$ cat src/rtl/vga_pkg.sv
// Shared constants for the VGA timing generator: register map, CTRL bits,
// 640x480 reset timing and packed pixel channel slots.
package vga_pkg;

  localparam int NUM_TIMING = 8;
  localparam int NUM_REGS   = 9;

  localparam int ADDR_H_ACT  = 0;
  localparam int ADDR_H_FP   = 1;
  localparam int ADDR_H_SYNC = 2;
  localparam int ADDR_H_BP   = 3;
  localparam int ADDR_V_ACT  = 4;
  localparam int ADDR_V_FP   = 5;
  localparam int ADDR_V_SYNC = 6;
  localparam int ADDR_V_BP   = 7;
  localparam int ADDR_CTRL   = 8;

  localparam int CTRL_EN   = 0;
  localparam int CTRL_HPOL = 1;
  localparam int CTRL_VPOL = 2;
  localparam int CTRL_TEST = 3;

  localparam int DEF_H_ACT  = 640;
  localparam int DEF_H_FP   = 16;
  localparam int DEF_H_SYNC = 96;
  localparam int DEF_H_BP   = 48;
  localparam int DEF_V_ACT  = 480;
  localparam int DEF_V_FP   = 10;
  localparam int DEF_V_SYNC = 2;
  localparam int DEF_V_BP   = 33;
  localparam int DEF_CTRL   = 1;  // enabled, negative sync polarity

  // Channel slot in the packed pixel; bit offset = slot * COLOR_WIDTH
  localparam int PIX_R = 2;
  localparam int PIX_G = 1;
  localparam int PIX_B = 0;

  function automatic int timing_default(int idx);
    case (idx)
      ADDR_H_ACT:  return DEF_H_ACT;
      ADDR_H_FP:   return DEF_H_FP;
      ADDR_H_SYNC: return DEF_H_SYNC;
      ADDR_H_BP:   return DEF_H_BP;
      ADDR_V_ACT:  return DEF_V_ACT;
      ADDR_V_FP:   return DEF_V_FP;
      ADDR_V_SYNC: return DEF_V_SYNC;
      ADDR_V_BP:   return DEF_V_BP;
      default:     return 0;
    endcase
  endfunction

endpackage

$ cat src/rtl/vga_axis_counter.sv
// One timing axis: counter with wrap at act+fp+sync+bp-1 plus active and
// sync-window decode of the current count.
module vga_axis_counter #(
  parameter int CNT_WIDTH = 12
) (
  input  logic                 clk,
  input  logic                 rst,
  input  logic                 en,
  input  logic                 step,
  input  logic [CNT_WIDTH-1:0] act,
  input  logic [CNT_WIDTH-1:0] fp,
  input  logic [CNT_WIDTH-1:0] sync,
  input  logic [CNT_WIDTH-1:0] bp,
  output logic [CNT_WIDTH-1:0] count,
  output logic                 wrap,
  output logic                 active,
  output logic                 sync_on
);

  // Two guard bits so the sum of four full-scale fields cannot overflow
  localparam int TW = CNT_WIDTH + 2;

  logic [TW-1:0] tot, last, cnt_x, sync_lo, sync_hi;

  // Totals and window decode; a zero total behaves as a one-cycle axis
  always_comb begin
    tot = TW'(act) + TW'(fp) + TW'(sync) + TW'(bp);
    if (tot == '0) tot = TW'(1);
    last    = tot - TW'(1);
    cnt_x   = TW'(count);
    sync_lo = TW'(act) + TW'(fp);
    sync_hi = sync_lo + TW'(sync);
    // >= rather than == keeps the axis self-recovering if it ever overshoots
    wrap    = step && (cnt_x >= last);
    active  = cnt_x < TW'(act);
    sync_on = (cnt_x >= sync_lo) && (cnt_x < sync_hi);
  end

  // Counter: held at 0 while disabled, otherwise advances on step
  always_ff @(posedge clk or posedge rst) begin
    if (rst)        count <= '0;
    else if (!en)   count <= '0;
    else if (step)  count <= wrap ? '0 : count + CNT_WIDTH'(1);
  end

endmodule

$ cat src/rtl/vga_timing_gen.sv
// VGA timing generator with programmable shadowed timing, sync polarity,
// enable and test pattern. Shadow registers are copied to live at the
// last pixel of a frame, or continuously while live EN is clear.
module vga_timing_gen
  import vga_pkg::*;
#(
  parameter int CNT_WIDTH   = 12,
  parameter int COLOR_WIDTH = 4,
  parameter int DATA_WIDTH  = 3*COLOR_WIDTH,
  parameter int ADDR_WIDTH  = 4
) (
  input  logic                   clk,
  input  logic                   rst,
  input  logic                   c_valid,
  input  logic [ADDR_WIDTH-1:0]  c_addr,
  input  logic [CNT_WIDTH-1:0]   c_data,
  output logic                   c_ready,
  output logic                   c_err,
  input  logic [DATA_WIDTH-1:0]  data_in,
  output logic                   pix_req,
  output logic [CNT_WIDTH-1:0]   pix_x,
  output logic [CNT_WIDTH-1:0]   pix_y,
  output logic                   frame_start,
  output logic [COLOR_WIDTH-1:0] RED,
  output logic [COLOR_WIDTH-1:0] GREEN,
  output logic [COLOR_WIDTH-1:0] BLUE,
  output logic                   HSync,
  output logic                   VSync
);

  logic [NUM_TIMING-1:0][CNT_WIDTH-1:0] shadow_t, live_t;
  logic [3:0]                           shadow_ctrl, live_ctrl;

  logic                 en, hpol, vpol, test;
  logic [CNT_WIDTH-1:0] h_count, v_count;
  logic                 h_wrap, v_wrap, h_act, v_act, hs_on, vs_on;
  logic                 frame_end, commit, wr_acc, addr_hit;
  logic [DATA_WIDTH-1:0] pixel;

  assign en   = live_ctrl[CTRL_EN];
  assign hpol = live_ctrl[CTRL_HPOL];
  assign vpol = live_ctrl[CTRL_VPOL];
  assign test = live_ctrl[CTRL_TEST];

  // Only the frame-boundary copy stalls the bus; the continuous copy while
  // disabled must not, or the block could never be reprogrammed.
  assign frame_end = en && v_wrap;
  assign commit    = frame_end || !en;
  assign c_ready   = !frame_end;
  assign wr_acc    = c_valid && c_ready;
  assign addr_hit  = 32'(c_addr) < 32'(NUM_REGS);

  vga_axis_counter #(.CNT_WIDTH(CNT_WIDTH)) u_h (
    .clk(clk), .rst(rst), .en(en), .step(1'b1),
    .act(live_t[ADDR_H_ACT]), .fp(live_t[ADDR_H_FP]),
    .sync(live_t[ADDR_H_SYNC]), .bp(live_t[ADDR_H_BP]),
    .count(h_count), .wrap(h_wrap), .active(h_act), .sync_on(hs_on)
  );

  vga_axis_counter #(.CNT_WIDTH(CNT_WIDTH)) u_v (
    .clk(clk), .rst(rst), .en(en), .step(h_wrap),
    .act(live_t[ADDR_V_ACT]), .fp(live_t[ADDR_V_FP]),
    .sync(live_t[ADDR_V_SYNC]), .bp(live_t[ADDR_V_BP]),
    .count(v_count), .wrap(v_wrap), .active(v_act), .sync_on(vs_on)
  );

  assign pix_req = en && h_act && v_act;
  assign pix_x   = h_count;
  assign pix_y   = v_count;

  // Low nibble of a counter, truncated or zero-extended to a colour channel
  function automatic logic [COLOR_WIDTH-1:0] pat_chan(input logic [3:0] x);
    logic [COLOR_WIDTH+3:0] ext;
    ext = {{COLOR_WIDTH{1'b0}}, x};
    return ext[COLOR_WIDTH-1:0];
  endfunction

  // Pixel source: upstream data or the coordinate test pattern
  always_comb begin
    pixel = data_in;
    if (test) begin
      pixel[PIX_R*COLOR_WIDTH +: COLOR_WIDTH] = pat_chan(h_count[3:0]);
      pixel[PIX_G*COLOR_WIDTH +: COLOR_WIDTH] = pat_chan(v_count[3:0]);
      pixel[PIX_B*COLOR_WIDTH +: COLOR_WIDTH] = pat_chan(h_count[3:0] ^ v_count[3:0]);
    end
  end

  // Shadow registers and sticky unmapped-address flag
  always_ff @(posedge clk or posedge rst) begin
    if (rst) begin
      for (int i = 0; i < NUM_TIMING; i++) shadow_t[i] <= CNT_WIDTH'(timing_default(i));
      shadow_ctrl <= 4'(DEF_CTRL);
      c_err       <= 1'b0;
    end else if (wr_acc) begin
      for (int i = 0; i < NUM_TIMING; i++)
        if (32'(c_addr) == 32'(i)) shadow_t[i] <= c_data;
      if (32'(c_addr) == 32'(ADDR_CTRL)) shadow_ctrl <= c_data[3:0];
      if (!addr_hit) c_err <= 1'b1;
    end
  end

  // Live registers: all fields copied from shadow in a single edge
  always_ff @(posedge clk or posedge rst) begin
    if (rst) begin
      for (int i = 0; i < NUM_TIMING; i++) live_t[i] <= CNT_WIDTH'(timing_default(i));
      live_ctrl <= 4'(DEF_CTRL);
    end else if (commit) begin
      live_t    <= shadow_t;
      live_ctrl <= shadow_ctrl;
    end
  end

  // Pin outputs, one cycle behind the counter state
  always_ff @(posedge clk or posedge rst) begin
    if (rst) begin
      RED         <= '0;
      GREEN       <= '0;
      BLUE        <= '0;
      HSync       <= 1'b1;
      VSync       <= 1'b1;
      frame_start <= 1'b0;
    end else begin
      RED         <= pix_req ? pixel[PIX_R*COLOR_WIDTH +: COLOR_WIDTH] : '0;
      GREEN       <= pix_req ? pixel[PIX_G*COLOR_WIDTH +: COLOR_WIDTH] : '0;
      BLUE        <= pix_req ? pixel[PIX_B*COLOR_WIDTH +: COLOR_WIDTH] : '0;
      HSync       <= en ? (hs_on ^ ~hpol) : ~hpol;
      VSync       <= en ? (vs_on ^ ~vpol) : ~vpol;
      frame_start <= en && (h_count == '0) && (v_count == '0);
    end
  end

endmodule
$ cat config.mk
export PLATFORM = sky130hd
export DESIGN_NAME = vga_timing_gen
export DESIGN_NICKNAME = d
export VERILOG_FILES = /design/src/rtl/vga_pkg.sv /design/src/rtl/vga_axis_counter.sv /design/src/rtl/vga_timing_gen.sv
export SDC_FILE = /design/constraint.sdc
export NUM_CORES = 1
export LEC_CHECK = 0
export CAP_MARGIN = 20
export CELL_PAD_IN_SITES_DETAIL_PLACEMENT = 1
export CELL_PAD_IN_SITES_GLOBAL_PLACEMENT = 2
export CORE_MARGIN = 4
export CORE_UTILIZATION = 46
export CTS_BUF_LIST = sky130_fd_sc_hd__clkbuf_4 sky130_fd_sc_hd__clkbuf_8
export DETAILED_ROUTE_END_ITERATION = 12
export PLACE_DENSITY = 0.91
export SLEW_MARGIN = 20
export SYNTH_ARGS = -nofsm -noshare
export SYNTH_HDL_FRONTEND = slang
export SYNTH_HIERARCHICAL = 1
export SYNTH_SLANG_ARGS = --single-unit
export TNS_END_PERCENT = 1
$ cat constraint.sdc
create_clock -name clk -period 22.8 [get_ports clk]
set_input_delay 3.42 -clock clk [delete_from_list [all_inputs] [get_ports clk]]
set_output_delay 3.42 -clock clk [all_outputs]
set_load 0.01 [all_outputs]
==> results of run 1 <==
[cell usage after synthesis, types with 16 or more instances]
cell and n:
nand2b_1 30, nor2b_1 16, xnor2_1 67, o21ai_0 42, nand3_1 23, nand2_1 58, ha_1 168, inv_1 91
o21a_1 16, xor2_1 40, a21oi_1 62, buf_2 21, a211oi_1 23, nor2_1 76, a21o_1 54, dfstp_2 36
mux2_2 200, dfrtp_1 204
[worst max-delay path, delay by kind of cell (launching register included)]
family	cells	cell delay, ps
flip-flops	1	370
AND/OR/NAND/NOR	12	2640
buffers and inverters	3	650
AO/OA/AOI/OAI	15	3200
XOR/XNOR	4	800
adder cells (fa/ha/maj)	6	1800
[flip-flops by register name, indices dropped and copies added, names as in the netlist]
name,count
RED,4
HSync,1
frame_start,1
shadow_ctrl,4
live_t,96
BLUE,4
c_err,1
live_ctrl,4
u_v/count,12
shadow_t,96
GREEN,4
u_h/count,12
VSync,1
[kinds of logic (layout without fill, tap and decap cells)]
family / count (synthesis) / count (layout) / synth area share [%]
compound gates: 287 / 287 / 12.85
xor+xnor: 108 / 108 / 6.120
fa+ha+maj: 174 / 174 / 14.17
buf+inv: 125 / 253 / 3.359
flops: 240 / 240 / 38.59
mux: 209 / 209 / 14.94
other cells: 1 / 3 / 0.02392
simple gates: 299 / 299 / 9.951
[through the flow]
| step | area (um^2) | utilization [%] | hold WS [ps] |
|---|---|---|---|
| floorplan | 15690 | - | 403.3 |
| global placement | 16900 | 50.26 | 421.5 |
| detailed placement | 16900 | 50.26 | 430.2 |
| CTS | 17830 | 53.04 | 439.2 |
| global route | 17830 | 53.05 | 470.0 |
| finish | 17830 | 53.05 | 444.2 |
[worst max-delay path by stage]
stage | to | slack, ps | cells after the start | start
final | c_ready | 9330 | 40 | live_t[0]$_DFFE_PP0P_
after global routing | c_ready | 8620 | 42 | live_t[0]$_DFFE_PP0P_
after CTS | c_ready | 9330 | 42 | live_t[0]$_DFFE_PP0P_
after detailed placement | c_ready | 10000 | 42 | live_t[0]$_DFFE_PP0P_
after global placement | c_ready | 10250 | 42 | live_t[0]$_DFFE_PP0P_
after floorplan | c_ready | 11270 | 44 | live_t[0]$_DFFE_PP0P_
[routing by layer]
metal | vias to the layer above | global-route usage [%]
met5 | - | 0
met4 | 0 | 5.842
met3 | 64 | 2.931
met2 | 218 | 38.49
met1 | 5874 | 31.57
li1 | 5397 | -
[layout make-up]
type	instances	area [um^2]	area share, %
multi-input cells	1080	9117	51.12
clock buffers	65	825.8	4.630
well taps	448	560.5	3.143
repair buffers	85	822.0	4.609
inverters	91	349.1	1.957
flip-flops and latches	240	6051	33.93
clock inverters	12	108.9	0.6104
==> flow_metrics.tcl, run 1 <==
set metrics [dict create \
    yosys.cell_types.count 82 \
    ys_warn_count 6 \
    regToRegSetupSlack_ps 11880 \
    postCtsHoldBufs 0 \
    root_buffer "clkbuf_8" \
    netlist.area_leader.share_pct 32.56 \
    tightest_slew_ps 952.6 \
    final_common_cell "dfrtp_1" \
    cts_sinks 240 \
    clk_latency_ps 580 \
    hold_path.class "reg2reg" \
    report.final.setup_viol 0 \
    instances_no_fill 2021 \
    placed_cells 1944 \
    maxCapViolCount 0 \
    r2r-end "live_t[81]$_DFFE_PP0P_" \
    start_util_pct 46.64 \
    dieArea_mm2 0.03710 \
    r2r-start "live_t[0]$_DFFE_PP0P_" \
    worstSetupStartpointType "register" \
    drive_gt1_share_pct 23.39 \
    layout_common_cells "dfrtp_1, mux2_2, ha_1" \
    crit_fanout 20 \
    h-tree-depth 2 \
    io_buffers 72 \
    drt-met1-wl_mm 19.59 \
    grt-ovfl-total 0 \
    hold_viol 0 \
    finalMaxSlewViolations 0 \
    area_delta_synth_final_pct 13.74 \
    crit_type "reg2out" \
    syn_inst 1443 \
    vias_per_cell 5.716 \
    yosys.area.top_type "dfrtp_1" \
    end_kind "output pin" \
    wl_met2_mm 19.99 \
    cp_slowest_cell "or4_1" \
    pin_count 73 \
    cp.arrival_ps 10050 \
    grt_max_degree 130 \
    num-nets-final 1745 \
    cts_buffers 42 \
    fmax_ghz 0.07423 \
    layout_min_cycle_time_ps 13470 \
    max-clock-path-buffers 3 \
    num-fill-cells 3644 \
    holdPathStages 1 \
    maxSlewHeadroom_pct 36.16 \
    fin_crit_sh_pct 59.08 \
    ys_seq_area_share_pct 38.59 \
    avgRoutedWirePerCell_um 20.86 \
    dp_hpwl_mm 31.28 \
    wl_met3_mm 1.653 \
    critPathMaxStageDelay_ps 550 \
    hold_path_end "VSync$_DFF_PP1_" \
    drtIter0Drc 673 \
    worst_path_most_repeated_cell "ha_1" \
    route.top_layer_used "met4" \
    finalSetupTns_ps 0 \
    grt_pass1_vias 12160 \
    async_reset_ff_share_pct 100.0 \
    place_ws_ps 10000 \
    antenna_found_initial 0 \
    status "completed" \
    synth_edf_count 0 \
    grt_pass1_wl_mm 66.98 \
    rsz0062_at_grt "false" \
    rr_worst_depth 41 \
    antenna_cells 0 \
    ys_ff_latch 240 \
    netlist_area_mm2 0.01568 \
    first_pass_iters 5 \
    synth_area_leaders "dfrtp_1, mux2_2, ha_1" \
    die-width_um 192.6 \
    finalClockSkew_ps 35.85 \
    cp.required_ps 19380 \
    chipHeight_um 192.6 \
    holdCritStartpoint "live_ctrl[2]$_DFFE_PP0P_" \
    cts_tree "done" \
    cts_setup_buffers 0 \
    drc 0 \
    rows 67 \
    core_mm2 0.03362 \
    clkTransAtPathRegs_ps 60 \
    routabilityCongestion 0.9229 \
    synth.avg_cell_area_um2 10.87 \
    cts_resized 0 \
    detail-route-antenna-nets 0 \
    wl_mm 42.15 \
    ys.flop_type "dfrtp_1" \
    grt_usage_pct 22.94 \
    postLayoutSetupSlackWorst_ps 9329 \
    dr_total_vias 11550 \
]
Power of run 1 is left out: the tool's default activity adds up to more than one toggle a clock period on the data nets, which glitch-free logic cannot reach.
==> inputs of run 2 (changes only) <==
Settings changed: CORE_UTILIZATION 46 to 38, PLACE_DENSITY 0.91 to 0.8.
Clock period 22.8 ns to 10.9 ns, I/O delays scaled along.
==> run 2 against run 1 <==
Against the previous run:
- clock skew decreased by 6.1 ps
- count of clock-buffer cells in the layout rose by 9
- core utilization shrank 8.2 points
- register-to-register slack worse by 11000 ps
- flip-flop and latch count unchanged
- cell area up 2.8%
- via count is 1.1% lower
- critical path type unchanged
==> flow_metrics.tcl, run 2 (synthesized netlist as in run 1, its figures left out) <==
set metrics [dict create \
    die-width_um 211.1 \
    clkTransAtPathRegs_ps 60 \
    finalMaxSlewViolations 0 \
    tightest_slew_ps 894.4 \
    area_delta_synth_final_pct 16.89 \
    avgRoutedWirePerCell_um 20.07 \
    grt_max_degree 92 \
    cts_sinks 240 \
    grt_pass1_vias 12170 \
    hold_viol 0 \
    root_buffer "clkbuf_8" \
    final_common_cell "dfrtp_1" \
    maxCapViolCount 0 \
    start_util_pct 38.40 \
    reg_top3 "live_t: 96 flops, shadow_t: 96 flops" \
    pin_count 73 \
    layout_common_cells "dfrtp_1, mux2_2, ha_1" \
    finalClockSkew_ps 29.70 \
    dr_total_vias 11430 \
    cp_slowest_cell "a2111o_1" \
    crit_type "reg2out" \
    worst_path_most_repeated_cell "ha_1" \
    status "completed" \
    core_mm2 0.04083 \
    crit_fanout 7 \
    rows 74 \
    wl_mm 42.79 \
    cts_tree "done" \
    maxSlewHeadroom_pct 40.37 \
    critPathMaxStageDelay_ps 450 \
    clk_latency_ps 580 \
    io_buffers 72 \
    placed_cells 2040 \
    first_pass_iters 4 \
    h-tree-depth 2 \
    cts_buffers 44 \
    fin_crit_sh_pct 95.18 \
    cp.required_ps 9270 \
    fmax_ghz 0.09639 \
    layout_min_cycle_time_ps 10370 \
    dp_hpwl_mm 31.72 \
    worstSetupStartpointType "register" \
    drc 0 \
    max-clock-path-buffers 3 \
    chipHeight_um 211.1 \
    detail-route-antenna-nets 0 \
    grt_pass1_wl_mm 68.24 \
    antenna_found_initial 0 \
    end_kind "output pin" \
    instances_no_fill 2132 \
    drive_gt1_share_pct 26.27 \
    dieArea_mm2 0.04458 \
    grt_usage_pct 19.12 \
    num-nets-final 1768 \
    drtIter0Drc 465 \
    cp.arrival_ps 8740 \
    routabilityCongestion 0.8014 \
    hold_path.class "reg2reg" \
    vias_per_cell 5.361 \
    grt-ovfl-total 0 \
    report.final.setup_viol 0 \
]
[run 2: path summary, 6_finish.rpt]
check,from,to,slack (ps),cells past startpoint
max reg2reg,live_t[0]$_DFFE_PP0P_,shadow_t[62]$_DFFE_PP0P_,1260,41
min in group asynchronous,rst,u_v/count[1]$_DFFE_PP0P_,1630,2
min reg2reg,live_ctrl[2]$_DFFE_PP0P_,VSync$_DFF_PP1_,430,1
max in group asynchronous,rst,shadow_t[44]$_DFFE_PP0P_,7160,4
max,live_t[0]$_DFFE_PP0P_,c_ready,530,40
min,live_ctrl[2]$_DFFE_PP0P_,VSync$_DFF_PP1_,430,1
[run 2: layout make-up]
type	count	area, um^2
multi-input combinational	1080	9284
sequential	240	6051
inverter	91	349.1
timing repair buffer	106	983.4
clock inverter	8	75.07
fill	4420	22500
tap	532	665.6
clock buffer	74	918.4
antenna	1	2.502
[run 2: per-layer routing]
metal,share of wire [%],up-vias,global-route usage (%)
met5,0,-,0
li1,-,5458,-
met4,1.7,0,4.136
met1,47,5762,26.04
met3,3.4,56,2.718
met2,47,153,32.59
[run 2: worst max-delay path, delay by kind of cell, from the launching register on]
family	cells	cell delay, ps
XOR/XNOR	4	750
buffers and inverters	3	290
AND/OR/NAND/NOR	12	2020
flip-flops	1	370
AO/OA/AOI/OAI	15	3060
adder cells (fa/ha/maj)	6	1710
[run 2: stage by stage]
stage               area, um^2  hold slack [ps]  util (%)  setup slack [ps]  TNS [ps]
floorplan                15690            403.3         -              1153         0
global route             18330            447.4     44.88            -53.33    -53.33
global placement         17100            415.1     41.89             487.9         0
finish                   18330            429.5     44.89             525.0         0
CTS                      18130            428.9     44.40             116.0         0
detailed placement       17100            421.7     41.89             255.4         0
[run 2: repair_timing]
| item | 4_1_cts | 5_1_grt |
|---|---|---|
| resized for setup | 7 | 30 |
| hold buffers | 0 | 0 |
| buffers inserted | 0 | 9 |
| pin swaps | 1 | 10 |
| setup endpoints to repair | 1 | 1 |
Power of run 2 is left out for the same reason.
